===== src/rtl/spi_peripheral.sv =====
// spi_peripheral: SPI mode 0-3 responder oversampled on i_clk; SPI_PERIPHERAL_UNDERRUN_EN adds o_underrun.
// Latency: o_rx_valid follows the last sample edge of a word by the synchronizer depth plus edge detect/register.
// Backpressure: one-entry TX buffer, o_tx_ready low while full; an empty buffer at word start sends zeros.
module spi_peripheral #(
  parameter int DATA_WIDTH  = 8,
  parameter int SYNC_STAGES = 2
) (
  input  logic                  i_clk,
  input  logic                  i_rst,
  input  logic [2:0]            i_config,
  input  logic [DATA_WIDTH-1:0] i_tx,
  input  logic                  i_tx_valid,
  output logic                  o_tx_ready,
  output logic [DATA_WIDTH-1:0] o_rx,
  output logic                  o_rx_valid,
  output logic                  o_busy,
  input  logic                  i_sclk,
  input  logic                  i_cs_n,
  input  logic                  i_copi,
  output logic                  o_cipo
`ifdef SPI_PERIPHERAL_UNDERRUN_EN
  ,
  output logic                  o_underrun
`endif
);

  localparam int CW = $clog2(DATA_WIDTH);

  typedef enum logic [1:0] {ST_WAIT, ST_IDLE, ST_ACTIVE} state_t;

  state_t                  state;
  logic [SYNC_STAGES-1:0]  sclk_sr, cs_sr, copi_sr;
  logic                    sclk_d, cs_d;
  logic [1:0]              mode;
  logic [CW-1:0]           bit_cnt;
  logic                    byte_done;
  logic [DATA_WIDTH-2:0]   shift_rx;
  logic [DATA_WIDTH-1:0]   shift_tx, tx_buf, rx_next, load_dat;
  logic                    buf_full;
  logic                    sclk_s, cs_s, copi_s;
  logic                    sclk_chg, lead_edge, trail_edge, sample_edge, shift_edge;
  logic                    cs_fall, cs_rise, load, tx_wr;
`ifdef SPI_PERIPHERAL_UNDERRUN_EN
  logic                    underrun_q;
  assign o_underrun = underrun_q;
`endif

  assign sclk_s      = sclk_sr[SYNC_STAGES-1];
  assign cs_s        = cs_sr[SYNC_STAGES-1];
  assign copi_s      = copi_sr[SYNC_STAGES-1];
  assign sclk_chg    = sclk_s ^ sclk_d;
  assign lead_edge   = sclk_chg & (sclk_d == mode[1]);
  assign trail_edge  = sclk_chg & (sclk_s == mode[1]);
  assign sample_edge = mode[0] ? trail_edge : lead_edge;
  assign shift_edge  = mode[0] ? lead_edge : trail_edge;
  assign cs_fall     = cs_d & ~cs_s;
  assign cs_rise     = ~cs_d & cs_s;
  assign rx_next     = {shift_rx, copi_s};
  assign load_dat    = buf_full ? tx_buf : '0;
  assign tx_wr       = i_tx_valid & ~buf_full;
  assign o_tx_ready  = ~buf_full;
  assign o_cipo      = shift_tx[DATA_WIDTH-1];

  // Word start: CPHA=0 loads at CS fall and on the shift edge after a full word,
  // CPHA=1 loads on the leading edge that begins a word.
  always_comb begin
    load = 1'b0;
    if (state == ST_IDLE) begin
      load = cs_fall & ~mode[0];
    end else if (state == ST_ACTIVE && !cs_rise) begin
      load = mode[0] ? (lead_edge && bit_cnt == '0) : (shift_edge && byte_done);
    end
  end

  // Synchronizers reset low so a frame already under way at reset release is never mistaken for idle.
  always_ff @(posedge i_clk) begin
    if (i_rst) begin
      sclk_sr <= '0;
      cs_sr   <= '0;
      copi_sr <= '0;
      sclk_d  <= 1'b0;
      cs_d    <= 1'b0;
    end else begin
      sclk_sr <= {sclk_sr[SYNC_STAGES-2:0], i_sclk};
      cs_sr   <= {cs_sr[SYNC_STAGES-2:0], i_cs_n};
      copi_sr <= {copi_sr[SYNC_STAGES-2:0], i_copi};
      sclk_d  <= sclk_s;
      cs_d    <= cs_s;
    end
  end

  always_ff @(posedge i_clk) begin
    if (i_rst) begin
      state      <= ST_WAIT;
      mode       <= 2'b00;
      bit_cnt    <= '0;
      byte_done  <= 1'b0;
      shift_rx   <= '0;
      shift_tx   <= '0;
      tx_buf     <= '0;
      buf_full   <= 1'b0;
      o_rx       <= '0;
      o_rx_valid <= 1'b0;
      o_busy     <= 1'b0;
`ifdef SPI_PERIPHERAL_UNDERRUN_EN
      underrun_q <= 1'b0;
`endif
    end else begin
      o_rx_valid <= 1'b0;
`ifdef SPI_PERIPHERAL_UNDERRUN_EN
      underrun_q <= load & ~buf_full;
`endif
      // A write colliding with a load from an empty buffer survives for the next word.
      if (tx_wr) begin
        tx_buf   <= i_tx;
        buf_full <= 1'b1;
      end else if (load) begin
        buf_full <= 1'b0;
      end

      if (load) begin
        shift_tx <= load_dat;
      end

      if (state != ST_ACTIVE && i_config[0]) begin
        mode <= i_config[2:1];
      end

      case (state)
        ST_WAIT: begin
          if (cs_s) begin
            state <= ST_IDLE;
          end
        end
        ST_IDLE: begin
          if (cs_fall) begin
            state     <= ST_ACTIVE;
            o_busy    <= 1'b1;
            bit_cnt   <= '0;
            byte_done <= 1'b0;
          end
        end
        ST_ACTIVE: begin
          if (cs_rise) begin
            state     <= ST_IDLE;
            o_busy    <= 1'b0;
            bit_cnt   <= '0;
            byte_done <= 1'b0;
            shift_tx  <= '0;
          end else begin
            if (shift_edge) begin
              byte_done <= 1'b0;
              if (!load) begin
                shift_tx <= {shift_tx[DATA_WIDTH-2:0], 1'b0};
              end
            end
            if (sample_edge) begin
              shift_rx <= rx_next[DATA_WIDTH-2:0];
              if (bit_cnt == CW'(DATA_WIDTH - 1)) begin
                o_rx       <= rx_next;
                o_rx_valid <= 1'b1;
                bit_cnt    <= '0;
                byte_done  <= 1'b1;
              end else begin
                bit_cnt <= bit_cnt + CW'(1);
              end
            end
          end
        end
        default: state <= ST_WAIT;
      endcase
    end
  end

endmodule

===== config.mk =====
export PLATFORM = sky130hd
export DESIGN_NAME = spi_peripheral
export DESIGN_NICKNAME = d
export VERILOG_FILES = /design/src/rtl/spi_peripheral.sv
export SDC_FILE = /design/constraint.sdc
export NUM_CORES = 1
export LEC_CHECK = 0
export CAP_MARGIN = 10
export CORE_MARGIN = 2
export CORE_UTILIZATION = 54
export DETAILED_ROUTE_END_ITERATION = 8
export GPL_ROUTABILITY_DRIVEN = 0
export PLACE_DENSITY_LB_ADDON = 0.15
export SLEW_MARGIN = 20
export SYNTH_ARGS = -nofsm -noshare
export SYNTH_HDL_FRONTEND = slang
export SYNTH_SLANG_ARGS = --single-unit

===== constraint.sdc =====
create_clock -name i_clk -period 2.1 [get_ports i_clk]
set_input_delay 0.525 -clock i_clk [delete_from_list [all_inputs] [get_ports i_clk]]
set_output_delay 0.525 -clock i_clk [all_outputs]
set_load 0.005 [all_outputs]

### After elaboration in Yosys (flattened, before gate mapping)

Index checks and enable logic that the tools add are counted.

* add/sub/neg operators: 1
* equal/unequal tests: 10
* multiplexer cells: 32
* bitwise gates (word level): 14
* reduce and logical (&&, ||, !) cells: 16

Operators by type and width (number)
* 8-bit 2-to-1 mux: 6
* 1-bit 2-to-1 mux: 15
* 3-bit 2-to-1 mux: 4
* 3-bit AND reduction: 4
* 2-bit inequality test, second input constant: 4
* 1-bit inverter: 7
* 1-bit bitwise AND: 6
* 2-bit 2-to-1 mux: 3
* 2-bit one-hot mux with 3 select lines: 1
* 3-bit one-hot mux with 2 select lines: 1
* 1-bit logical AND: 4
* 1-bit one-hot mux with 2 select lines: 2
* 4-bit AND reduction: 1
* 2-bit nonzero test: 2
* 4-bit OR reduction: 1
* 3-bit by 1-bit adder with 3-bit output, second input constant: 1
* 3-bit equality test, second input constant: 1
* 3-bit logical NOT: 1
* 3-bit inequality test, second input constant: 1
* 1-bit equality test: 2
* 2-bit by 1-bit equality test with 1-bit output, second input constant: 1
* 2-bit equality test, second input constant: 1
* 2-bit logical NOT: 1
* 2-bit AND reduction: 1
* other kinds (2): 2

* register bits: 50
* input port bits: 17
* output and inout port bits: 12

### Logic depth before layout (Yosys ltp)

* depth in word-level cells: 12
* mapped depth: 7
* gate-level depth less buffers: 7

### Least setup slack after synthesis

No wires, ideal clock.

* kind: flip-flop to flip-flop
* start point: register sclk_sr[1]
* end point: register shift_tx[1]
* library setup time: 0.077 ns
* data arrival time: 1.595 ns
* setup slack: 0.429 ns
* cell stages (with the launch flop): 6
* path buffers: 0
* period minus slack after synthesis: 1.671 ns
* cells stage by stage: dfxtp_1 or3b_4 a2111oi_4 a211oi_2 nand3b_4 o22ai_1

* cells in the longest elaborated chain, start to end: 12
* elaborated cells between the ends (all ways): 15

RTL lines
* from (decl): RTL line 32 `logic [SYNC_STAGES-1:0] sclk_sr, cs_sr, copi_sr;`
* from (signal assigned): RTL line 84 `sclk_sr <= {sclk_sr[SYNC_STAGES-2:0], i_sclk};`
* 1-bit bitwise XOR or 1-bit equality test (tied branches): RTL line 51, 53
* 1-bit bitwise AND (on tied branches): RTL line 53, 52
* 1-bit 2-to-1 mux: RTL line 55 `assign shift_edge = mode[0] ? lead_edge : trail_edge;`
* 1-bit logical AND: RTL line 71 `load = mode[0] ? (lead_edge && bit_cnt == '0) : (shift_edge && byte_done);`
* 1-bit 2-to-1 mux: RTL line 71
* 1-bit 2-to-1 mux: RTL line 70 `end else if (state == ST_ACTIVE && !cs_rise) begin`
* 1-bit 2-to-1 mux: RTL line 68 `if (state == ST_IDLE) begin`
* 8-bit 2-to-1 mux: RTL line 121 `if (load) begin`
* 8-bit 2-to-1 mux: RTL line 153 `if (!load) begin`
* 8-bit 2-to-1 mux: RTL line 151 `if (shift_edge) begin`
* 8-bit 2-to-1 mux: RTL line 144 `if (cs_rise) begin`
* 8-bit 2-to-1 mux *: RTL line 129 `case (state)`
* to (signal assigned): RTL line 122 `shift_tx <= load_dat;`
* to (signal assigned): RTL line 154 `shift_tx <= {shift_tx[DATA_WIDTH-2:0], 1'b0};`
* to (decl): RTL line 38 `logic [DATA_WIDTH-1:0] shift_tx, tx_buf, rx_next, load_dat;`

Every way passes the cells marked *; elsewhere a longest branch is shown, timed or not.
A chain may end at the register's enable or synchronous reset.

### Worst setup path in the final report

* start point: register mode[1]
* end point: register shift_rx[3]

* cells in the longest elaborated chain, start to end: 4
* elaborated cells between the ends (all ways): 6

RTL lines
* from (decl): RTL line 34 `logic [1:0] mode;`
* from (signal assigned): RTL line 126 `mode <= i_config[2:1];`
* 1-bit equality test (on tied branches): RTL line 52, 53
* 1-bit bitwise AND (on tied branches): RTL line 52, 53
* 1-bit 2-to-1 mux *: RTL line 54 `assign sample_edge = mode[0] ? trail_edge : lead_edge;`
* 3-bit AND reduction (no source line) *
* to (signal assigned): RTL line 158 `shift_rx <= rx_next[DATA_WIDTH-2:0];`
* to (decl): RTL line 37 `logic [DATA_WIDTH-2:0] shift_rx;`

Marks and branches as above.

==> metrics.md <==
| Metric | Value |
|---|---|
| Worst Hold Depth | `1` |
| Syn Inst Count | `236` |
| Synth Area in XOR/XNOR | `less than 1%` |
| Primary FF master, synth | `dfxtp_1` |
| Clock Latency Late Sink | `0.31 ns` |
| I/O pin total | `29` |
| Post-synthesis compound-gate area fraction | `15.74%` |
| Met1 usage | `28.62%` |
| Post-Syn Area | `2122 um2` |
| DP Wirelength | `2914 um` |
| Clock-pin slew on the worst setup and hold paths | `0.10 ns` |
| Most common cell after layout, fill and taps aside | `dfxtp_1` |
| RSZ-0062 raised after global routing | `false` |
| Slew HR | `between 50 and 60%` |
| RR Startpoint | `mode[1]$_SDFFE_PP0P_` |
| Vias | `about 1700` |
| Clock sinks | `50` |
| Final core utilization | `69.66%` |
| Core ar. | `3716 um2` |
| Starting density of the core | `57.10%` |
| Layout area overhead | `21.99%` |
| Hold-fix buffers, CTS | `0` |
| Crit path buffers/inverters | `0` |
| Worst hold-check path type | `flop to flop` |
| # placed instances | `309` |
| Critical path, cell by cell | `xnor2_2 -> mux2i_2 -> nor3_4 -> mux2i_1 -> nor2_1` |
| Post-synthesis adder-cell area fraction | `1.769%` |
| Worst R2R Path Depth | `5` |
| Cell row count | `22` |
| Busiest grt layer | `met2` |
| Worst-path fanout max | `15` |
| R2R Setup Slk | `0.23 ns` |
| Number of remaining DRC errors | `0` |
| Vias in the first global route | `1556` |
| Max Cap Viol | `0` |
| Max stage delay on crit path | `0.55 ns` |
| Post-Synth Simple-Gate Area | `between 20% and 30%` |
| Met3 usage in global routing | `under 10%` |
| Peak supply drop | `0.5926 mV` |
| Routed WL per cell | `12.79 um` |
| Setup bufs post-CTS | `0` |
| RR Endpoint | `shift_rx[3]$_SDFFE_PP0P_` |
| Largest net degree at the start of global routing | `26` |
| CTS tree | `yes` |
| Min-delay src | `cs_sr[0]$_SDFF_PP0_` |
| Overall routed net length | `around 4100 um` |
| CP max-delay cell | `nor3_4` |
| Antenna-violating nets left | `0` |
| Setup crit start | `mode[1]$_SDFFE_PP0P_` |
| Diode count | `0` |
| Die width | `around 67 um` |
| Setup_tns | `0 ns` |
| Distinct cells, synth | `43` |
| Post-cts sizing count | `0` |
| Slew Viols, Final | `0` |
| Final Cycle Share | `89.04%` |
| TritonCTS Buffers | `5` |
| Critical path class | `flop to flop` |
| Total grt overflow | `0` |
| Final min period | `about 1.9 ns` |
| Yosys warning total | `0` |
| Commonest cells after routing, fill and taps aside | `dfxtp_1 (50), nand2_1 (32), clkdlybuf4s50_1 (28)` |
| Placed cell area | `2472 um2` |
| Global Route met2 Usage | `30.00%` |
| # setup viols final | `0` |
| Worst EP arrival | `roughly 2.1 ns` |
| Initial antenna violation count | `0` |
| H-tree levels | `2` |
| DR vias/cell | `between 5 and 6` |
| Largest family of logic cells by synthesized area | `simple AND/OR/NAND/NOR gates` |
| Clock buffer depth | `2` |
| TritonRoute pass-1 iters | `4` |
| Pwr per Cell Area | `approximately 700 nW/um2` |
| Post-synth EDFFs | `0` |
| Worst setup EP type | `flop` |
| Clk_skew | `0.01072 ns` |
| Worst hold endpoint | `cs_sr[1]$_SDFF_PP0_` |
| Static Leakage | `roughly 0.94 nW` |
| Die ar. | `4447 um2` |
| Register area share after synthesis | `47.17%` |
| Achievable Freq | `0.5348 GHz` |
| Critical Path RT | `about 2.3 ns` |
| Synthesized flop and latch total | `50` |
| Crit start category | `flop` |
| Total track usage | `20.55%` |
| PortBufs | `28` |
| Non-Filler Instances | `317` |
| Final #Nets | `288` |
| Root Buffer | `clkbuf_8` |
| Layout cell share with drive strength beyond 1 | `8.922%` |
| Design area | `2589 um2` |
| First-pass GRT wire length | `6955 um` |
| CP top delay family | `simple AND/OR/NAND/NOR gates` |
| Hold Fails Final Rpt | `0` |
| Syn_area_per_cell | `8.992 um2` |
| Mux contribution to synthesized area | `a little under 7%` |
| Drt initial violations | `59` |
| Async SR Flop Fraction | `0%` |
| Syn Nets | `about 260` |
| Status | `completed` |
| Slew of the pin with the lowest slew margin | `0.6757 ns` |
| Die Height | `66.69 um` |
[sequential cells by signal (all words and copies together) (netlist names), 2 cells and up]
name	cells
cs_sr	2
o_rx	8
state	2
mode	2
bit_cnt	3
copi_sr	2
shift_tx	8
shift_rx	7
sclk_sr	2
tx_buf	8
[power breakdown]
group | switching, mW | internal, mW
Clock | 0.335 | 0.361
Sequential | 0.0208 | 0.971
Combinational | 0.0642 | 0.0731
[per-stage QoR]
| stage | worst slack [ns] | power [mW] | hold WS [ns] |
|---|---|---|---|
| 2_1_floorplan | 0.4288 | 1.089 | 0.4138 |
| 3_3_place_gp | 0.2921 | 1.148 | 0.4224 |
| 3_5_place_dp | 0.2293 | 1.152 | 0.4226 |
| 4_1_cts | 0.2207 | 1.833 | 0.4461 |
| 5_1_grt | 0.09863 | 1.887 | 0.4638 |
| 6_report | 0.2301 | 1.825 | 0.4430 |
[metal layers]
layer,up-vias,routed length (um)
met5,-,0
met4,0,71
met3,5,153
met2,38,1749
met1,792,2080
li1,879,-
[layout make-up]
| cell class | count | area, um2 |
|---|---|---|
| fill | 293 | 1127 |
| clock inverter | 3 | 47.55 |
| timing repair buffer | 36 | 340.3 |
| clock buffer | 5 | 68.82 |
| tap | 48 | 60.06 |
| inverter | 12 | 45.04 |
| multi-input combinational | 163 | 1026 |
| sequential | 50 | 1001 |
[cell usage after synthesis, types with 2 or more instances]
cell type,instances,area [um2]
dfxtp_1,50,1001
nand2_1,32,120.1
a21oi_1,26,130.1
nor2_1,15,56.30
mux2i_1,13,130.1
o22ai_1,13,81.33
inv_1,12,45.04
nand3_1,12,60.06
nor2b_1,11,68.82
clkbuf_1,9,33.78
nand2b_1,5,31.28
ha_1,3,37.54
nand3b_1,3,22.52
and2b_1,2,15.01
o21ai_0,2,10.01
[logic make-up (layout without fill, tap and decap cells)]
kind of cell             count (synthesis)  count (layout)
AO/OA/AOI/OAI                           52              52
flip-flops                              50              50
XOR/XNOR                                 1               1
buffers and inverters                   23              56
AND/OR/NAND/NOR                         93              93
multiplexers                            14              14
adder cells (fa/ha/maj)                  3               3
[worst reg2reg max path: cells and delay by family (launching register included)]
| family | cells | cell delay, ns |
|---|---|---|
| xor gates and xnor gates | 1 | 0.35 |
| and+or+nand+nor | 2 | 0.60 |
| muxes | 2 | 0.44 |
| DFF | 1 | 0.38 |
[worst max path at each step]
stage / endpoint / slack, ns / cells after the start
CTS: o_tx_ready / 0.22 / 2
global placement: shift_tx[6]$_SDFF_PP0_ / 0.29 / 5
floorplan: shift_tx[1]$_SDFF_PP0_ / 0.43 / 5
global route: shift_rx[1]$_SDFFE_PP0P_ / 0.1 / 5
finish: shift_rx[3]$_SDFFE_PP0P_ / 0.23 / 5
detailed placement: shift_rx[3]$_SDFFE_PP0P_ / 0.23 / 5
Power figures use the tool's default switching activity.
==> RTL change: new RTL, same flow settings <==
The 3 states of `state_t` get a one-hot encoding in 3 bits.
--- a/src/rtl/spi_peripheral.sv
+++ b/src/rtl/spi_peripheral.sv
@@ -26,7 +26,7 @@
 
   localparam int CW = $clog2(DATA_WIDTH);
 
-  typedef enum logic [1:0] {ST_WAIT, ST_IDLE, ST_ACTIVE} state_t;
+  typedef enum logic [2:0] {ST_WAIT = 3'b001, ST_IDLE = 3'b010, ST_ACTIVE = 3'b100} state_t;
 
   state_t                  state;
   logic [SYNC_STAGES-1:0]  sclk_sr, cs_sr, copi_sr;
Behaviour: same outputs for any inputs over 10 cycles, from zero or initial values and one cycle with i_rst high; not proved beyond that.
==> RTL change against the unedited design <==
Routed wire length shrank 1.0%; setup slack lost 0.015 ns; total power grew 1.2%; sequential cell count grew 1; synthesized area shrank 0.65%; final cell count shrank 0.95%; final area shrank 0.53%; clock power grew 3.7%; critical path type unchanged; critical endpoint is now shift_tx[4]$_SDFF_PP0_.
==> RTL change: results (changes against the unedited design) <==
Status:
- The flow ran to the end, and the final reports show no timing, DRC or antenna violations.

Detailed routing:
- The met1 routed wirelength after detailed routing was 1.996 mm (-4.0%).
- The routed length on met3 is 228 um (+49%).
- The post-detailed-routing wire length is 4.013 mm (-1.0%).
- The sum of met2 wire segment lengths after detailed routing was 1.722 mm (-1.5%).

STA:
- The worst max-slew margin expressed relative to the limit is 57.85% (+3.0 points).
- The worst hold margin was 0.4464 ns (+0.003409 ns).

Cells and area:
- The filler cell count in the final layout was 307 (+4.8%).
- The number of cells in the finished layout apart from fillers came to 314 (-0.95%).
- The total number of nets in the final design was 285 (-1.0%).

Yosys:
- The commonest cells after synthesis are 51 x sky130_fd_sc_hd__dfxtp_1, 26 x sky130_fd_sc_hd__nor2_1, 25 x sky130_fd_sc_hd__a21oi_1, 25 x sky130_fd_sc_hd__nand2_1, 19 x sky130_fd_sc_hd__mux2i_1.
- The post-synthesis xor/xnor area fraction is 0.7715% (+0.0050 points).
- The unique cell type count in the Yosys netlist is 41 (-4.7%).
- After synthesis, the cell types taking the most area are sky130_fd_sc_hd__dfxtp_1 48%, sky130_fd_sc_hd__mux2i_1 9.0%, sky130_fd_sc_hd__a21oi_1 5.9%.
- The gate count of the mapped netlist came to 233 (-1.3%).
- The multiplexer fraction of the synthesized cell area is 9.021% (+2.2 points).
- The net count after synthesis is 253 (-1.2%).

Global routing:
- The total global-route track usage is 20.51% (-0.041 points).
- The global routing usage on met1 was 27.19% (-1.4 points).
- The first-pass GRT wire length is 6.858 mm (-1.4%).
- The met2 demand-to-capacity share in global routing is 31.87% (+1.9 points).
- The met3 global-route usage is 5.574% (+1.2 points).

Pwr:
- The worst ir drop on vdd is 765.0 uV (+29%).
- The leakage power figure is 1.044 nW (+11%).

Setup path:
- The beginning of the critical path is sclk_sr[1]$_SDFF_PP0_.
- The maximum fanout along the worst path is 10 (-5).
- In this run the critical register-to-register path is captured at shift_tx[4]$_SDFF_PP0_.

Placed design:
- The HPWL after detailed placement is 2.793 mm (-4.2%).
- The setup slack at placement is 0.1190 ns (-0.1103 ns).
==> RTL change: area by class of cell <==
| class | instances | area (um^2) | area share (%) |
|---|---|---|---|
| clock inverter | 2 | 38.79 | 1.506 |
| multi-input combinational | 164 | 1013 | 39.36 |
| timing repair buffer | 34 | 325.3 | 12.63 |
| inverter | 9 | 33.78 | 1.312 |
| clock buffer | 6 | 82.58 | 3.207 |
| tap | 48 | 60.06 | 2.332 |
| sequential | 51 | 1021 | 39.65 |
==> RTL change: where the power goes <==
group	switching (mW)	total, mW	internal, mW
sequential	0.0165	1.00	0.988
combinational	0.0563	0.119	0.0626
clock	0.330	0.722	0.392
==> RTL change: critical path: stages, from the launching register on <==
cell and delay, ns:
sky130_fd_sc_hd__dfxtp_1 0.48, sky130_fd_sc_hd__or3b_1 0.38, sky130_fd_sc_hd__a211o_1 0.30, sky130_fd_sc_hd__a21oi_1 0.23, sky130_fd_sc_hd__or3_1 0.25, sky130_fd_sc_hd__o32ai_1 0.12
